<file path="src/rtl/mrv1_thread_ctl.sv">
// mrv1_thread_ctl: per-thread lifecycle state and round-robin fetch-PC selection.
module mrv1_thread_ctl #(
    parameter int NUM_THREADS_P = 4,
    parameter int PC_WIDTH_P = 32,
    parameter logic [PC_WIDTH_P-1:0] RESET_PC_P = '0,
    localparam int TID_WIDTH_LP = $clog2(NUM_THREADS_P)
) (
    input  logic                     clk_i,
    input  logic                     rst_i,
    input  logic                     th_ctl_vld_i,
    input  logic [TID_WIDTH_LP-1:0]  th_ctl_tid_i,
    input  logic                     th_ctl_tspawn_vld_i,
    input  logic [PC_WIDTH_P-1:0]    th_ctl_tspawn_pc_i,
    input  logic                     br_vld_i,
    input  logic [TID_WIDTH_LP-1:0]  br_tid_i,
    input  logic [PC_WIDTH_P-1:0]    br_pc_i,
    input  logic                     stall_vld_i,
    input  logic [TID_WIDTH_LP-1:0]  stall_tid_i,
    input  logic                     resume_vld_i,
    input  logic [TID_WIDTH_LP-1:0]  resume_tid_i,
    output logic                     fetch_vld_o,
    input  logic                     fetch_rdy_i,
    output logic [TID_WIDTH_LP-1:0]  fetch_tid_o,
    output logic [PC_WIDTH_P-1:0]    fetch_pc_o,
    output logic [NUM_THREADS_P-1:0] active_mask_o,
    output logic                     spawn_err_o
);
    typedef enum logic [1:0] {IDLE, READY, STALLED} th_state_t;

    th_state_t                st [NUM_THREADS_P];
    logic [PC_WIDTH_P-1:0]    pc [NUM_THREADS_P];
    logic [TID_WIDTH_LP-1:0]  rr_ptr;
    logic [TID_WIDTH_LP-1:0]  sel;
    logic [TID_WIDTH_LP-1:0]  sel_next;
    logic [NUM_THREADS_P-1:0] ready;
    logic                     fire;

    // Scan from the farthest slot back toward rr_ptr so the last hit is the first READY in RR order.
    always_comb begin
        sel = '0;
        for (int t = 0; t < NUM_THREADS_P; t++) begin
            ready[t] = st[t] == READY;
            active_mask_o[t] = st[t] != IDLE;
        end
        for (int i = NUM_THREADS_P - 1; i >= 0; i--) begin
            int j;
            j = int'(rr_ptr) + i;
            j = j >= NUM_THREADS_P ? j - NUM_THREADS_P : j;
            sel = ready[j] ? TID_WIDTH_LP'(j) : sel;
        end
        fetch_vld_o = |ready;
        fetch_tid_o = fetch_vld_o ? sel : '0;
        fetch_pc_o  = fetch_vld_o ? pc[sel] : '0;
        fire        = fetch_vld_o & fetch_rdy_i;
        sel_next    = int'(sel) == NUM_THREADS_P - 1 ? '0 : sel + 1'b1;
    end

    always_ff @(posedge clk_i or posedge rst_i) begin
        if (rst_i) begin
            for (int t = 0; t < NUM_THREADS_P; t++) begin
                st[t] <= t == 0 ? READY : IDLE;
                pc[t] <= t == 0 ? RESET_PC_P : '0;
            end
            rr_ptr <= '0;
            spawn_err_o <= 1'b0;
        end else begin
            if (fire)
                rr_ptr <= sel_next;
            for (int t = 0; t < NUM_THREADS_P; t++) begin
                logic hit, term, spawn;
                hit   = th_ctl_vld_i && int'(th_ctl_tid_i) == t;
                term  = hit && !th_ctl_tspawn_vld_i;
                spawn = hit && th_ctl_tspawn_vld_i && st[t] == IDLE;
                if (hit && th_ctl_tspawn_vld_i && st[t] != IDLE)
                    spawn_err_o <= 1'b1;
                if (term)
                    st[t] <= IDLE;
                else if (spawn)
                    st[t] <= READY;
                else if (stall_vld_i && int'(stall_tid_i) == t && st[t] == READY)
                    st[t] <= STALLED;
                else if (resume_vld_i && int'(resume_tid_i) == t && st[t] == STALLED)
                    st[t] <= READY;
                if (term)
                    pc[t] <= pc[t];
                else if (spawn)
                    pc[t] <= {th_ctl_tspawn_pc_i[PC_WIDTH_P-1:2], 2'b00};
                else if (br_vld_i && int'(br_tid_i) == t && st[t] != IDLE)
                    pc[t] <= {br_pc_i[PC_WIDTH_P-1:2], 2'b00};
                else if (fire && int'(sel) == t)
                    pc[t] <= pc[t] + PC_WIDTH_P'(4);
            end
        end
    end
endmodule

</file>
<file path="config.mk">
export PLATFORM = sky130hd
export DESIGN_NAME = mrv1_thread_ctl
export DESIGN_NICKNAME = d
export VERILOG_FILES = /design/src/rtl/mrv1_thread_ctl.sv
export SDC_FILE = /design/constraint.sdc
export NUM_CORES = 1
export LEC_CHECK = 0
export CORE_MARGIN = 3
export CORE_UTILIZATION = 30
export DETAILED_ROUTE_END_ITERATION = 8
export PLACE_DENSITY_LB_ADDON = 0.05
export REMOVE_ABC_BUFFERS = 1
export SLEW_MARGIN = 20
export SYNTH_ARGS = -nofsm -noshare
export SYNTH_HDL_FRONTEND = slang
export SYNTH_SLANG_ARGS = --single-unit
</file>
<file path="constraint.sdc">
create_clock -name clk_i -period 4.52 [get_ports clk_i]
set_input_delay 0.904 -clock clk_i [delete_from_list [all_inputs] [get_ports clk_i]]
set_output_delay 0.904 -clock clk_i [all_outputs]
set_load 0.05 [all_outputs]
</file>
==> results.ini <==
[run_status]
outcome = finished, final reports clean

[clock_tree]
clockRootBuffer = clkbuf_16
ctsResizeCount = 0
clkSinkCount = 131
clkTransAtPathRegs_ns = 0.06
tritoncts = built
cts_setup_buffers = 0
clk_latency_ns = 0.44
h-tree-depth = 4
clockBufferDepth = 2
cts_buffers = 17
ctsHoldBuffers = 0

[power_and_ir_drop]
power.leakage_nw = 4.95
switching_share_pct = 49.9
seq_power_share_pct = 19.9
power_density_nw_per_um2 = 896
pwr-share-comb_pct = 66.0
p_int_mw = 6.01
switching_power_mw = 5.99
clkPwrFrac_pct = 14.1
vdd_ir_drop_max_uv = 794

[floorplan]
die_width_um = 195
fp.dieH_um = 195
num_rows = 68
start_util_pct = 30.7
io_pins = 120
fp.coreArea_um2 = 34800
die_area_um2 = 37900

[logic_synthesis]
syn_inst = 1371
synthDominantCellAreaShare_pct = 30.4
synth-compound-area-share_pct = 30.6
synth-edff-count = 0
avgSynthCellArea_um2 = 7.79
ys_types = 88
synth_seq_cells = 131
synth_common_cells = a21oi_1 (144), nor2_1 (141), nand2_1 (134), dfrtp_1 (130), o21ai_0 (111)
synthMostInstantiatedCell = a21oi_1
ys.flop_type = dfrtp_1
synthSimpleGateAreaFrac_pct = 22.9
synth.cell_area_um2 = 10700
synth.area.mux_share_pct = 5.80
synth_seq_area_share_pct = 30.7
synth-xor-area-share_pct = 4.34
yosysTopAreaCell = dfrtp_1
synth_top_family_by_area = compound AO/OA/AOI/OAI gates
yosys_warnings = 0
synth_fa_ha_area_share_pct = 0.585
netlist_top_cells_area = dfrtp_1 (30%), a21oi_1 (6.7%), o21ai_0 (5.2%)
synthArstFlopShare_pct = 100

[grt]
globalRouteOverflowTotal = 0
grt_util_all_layers_pct = 25.4
grt_pass1_vias = 11100
met1_usage_pct = 33.9
grt_max_degree = 66
met3_usage_pct = 3.97
grt-busiest-layer = met2
grt_pass1_wl_um = 73500
use_met2_pct = 42.7
antenna_found_initial = 0

[placed_design]
portBuffers = 113
dpl_cell_area_um2 = 12700
gp_congestion = 0.884
dp_hpwl_um = 34700
placedCellCount = 1894

[setup_path]
rr_startpoint = rr_ptr[1]$_DFFE_PP0P_
start_kind = register
critPathMaxStageDelay_ns = 0.53
r2r-end = pc[6]$_DFFE_PP0P_
cp_slowest_cell = nor4bb_1
rrSetupSlack_ns = 0.76
cp.arrival_ns = 3.40
critPathKind = reg -> out
path_cells = nor4bb_1 -> a21o_1 -> or3_2 -> clkinv_4 -> mux2_2 -> nor2_1 -> a211oi_1 -> buf_12
r2r_cells = 9
critPathCaptureType = primary output
required_ns = 3.62
crit_fanout = 48

[sta]
period_minus_slack_ns = 4.30
fin_crit_sh_pct = 95.2
setup-tns-final_ns = 0
slew_violations = 0
skew_ns = 0.00976
rsz0062_at_grt = false
worstMarginPinSlew_ns = 1.05
hold_viol_final = 0
final-setup-viol-count = 0
hold_ws_ns = 0.504
slew-limit-headroom_pct = 29.4
fmax_mhz = 232

[layout]
nets = 1543
nFillCells = 3613
instances_no_fill = 1926
regArea_um2 = 3280
multi_input_area_um2 = 6920
antennaDiodeCount = 0
final_area_um2 = 13400
drive_gt1_share_pct = 11.8
areaGrowthSynthToFinish_pct = 25.3

[worst_hold_path]
hp-start = spawn_err_o$_DFFE_PP0P_
hold_path_class = reg -> reg
min_path_cells = 1
min_to = spawn_err_o$_DFFE_PP0P_

[route]
drtIter0Drc = 1012
drcViolationCount = 0
drt_wl_total_um = 48900
drtPass1Iterations = 5
wl_per_cell_um = 25.4
vias = 11600
vias_per_cell = 6.02
postRouteAntennaNets = 0

[run]
drv_cap = 0

-- logic make-up after synthesis --
kind of cell | count (synthesis)
xor+xnor | 53
other cells | 1
flops | 131
fa+ha+maj | 5
buf+inv | 119
simple gates | 504
compound gates | 501
mux | 57
-- metrics by stage --
| step | power (mW) | utilization, % | setup WS (ns) |
|---|---|---|---|
| 2_1_floorplan | 6.72 | - | -0.504 |
| 3_3_place_gp | 10.3 | 36.5 | 0.740 |
| 3_5_place_dp | 10.3 | 36.5 | 0.667 |
| 4_1_cts | 12.0 | 38.5 | 0.185 |
| 5_1_grt | 12.6 | 38.5 | 0.115 |
| 6_report | 12.0 | 38.5 | 0.218 |
-- cell usage in the layout (no fill, tap or decap), types with 19 or more instances in the layout --
cell type / instances
a211oi_1: 66
a21oi_1: 144
a31oi_1: 29
buf_12: 32
buf_4: 50
clkdlybuf4s50_1: 83
dfrtp_1: 130
mux2_2: 19
mux2i_1: 27
nand2_1: 134
nand3_1: 67
nand4_1: 33
nor2_1: 140
nor3_1: 31
o211ai_1: 22
o21ai_0: 110
xnor2_1: 32
xor2_1: 21
-- power groups by stage --
stage / logic [mW] / registers [mW] / clock network [mW]
after floorplan: 4.59 / 2.13 / 0
after global placement: 7.90 / 2.38 / 0
after detailed placement: 7.93 / 2.38 / 0
after CTS: 7.96 / 2.37 / 1.71
after global routing: 8.40 / 2.46 / 1.76
final: 7.92 / 2.39 / 1.69
-- worst max path at each step --
stage	start	endpoint	slack, ns	cells after the start
2_1_floorplan	st[6]$_DFFE_PP1P_	fetch_pc_o[2]	-0.50	7
3_3_place_gp	st[6]$_DFFE_PP1P_	fetch_pc_o[30]	0.74	8
3_5_place_dp	rr_ptr[1]$_DFFE_PP0P_	fetch_pc_o[30]	0.67	8
4_1_cts	rr_ptr[1]$_DFFE_PP0P_	fetch_pc_o[30]	0.19	8
5_1_grt	rr_ptr[1]$_DFFE_PP0P_	fetch_pc_o[30]	0.12	8
6_report	rr_ptr[1]$_DFFE_PP0P_	fetch_pc_o[30]	0.22	8
-- worst max-delay path, delay by kind of cell (launching register included) --
family	cells	cell delay [ns]
AOI/OAI and AO/OA	2	0.65
buffers and inverters	2	0.64
DFF	1	0.51
muxes	1	0.40
and+or+nand+nor	3	0.74
-- layer usage --
| metal | up-vias | wire length [um] |
|---|---|---|
| li1 | 5363 | - |
| met1 | 5701 | 21400 |
| met2 | 466 | 23300 |
| met3 | 69 | 2950 |
| met4 | 0 | 1190 |
| met5 | - | 0 |
-- flip-flops by register name, summed over array words and instances, names as in the netlist --
register,flops
pc,120
rr_ptr,2
st,8
spawn_err_o,1
-- layout make-up --
class | instances | share of cell area [%]
clock buffers | 23 | 3.64
clock inverters | 9 | 1.48
inverters | 21 | 0.664
multi-input cells | 1122 | 51.7
flip-flops and latches | 131 | 24.5
well taps | 455 | 4.25
repair buffers | 165 | 13.8
(Power assumes the default switching activity.)
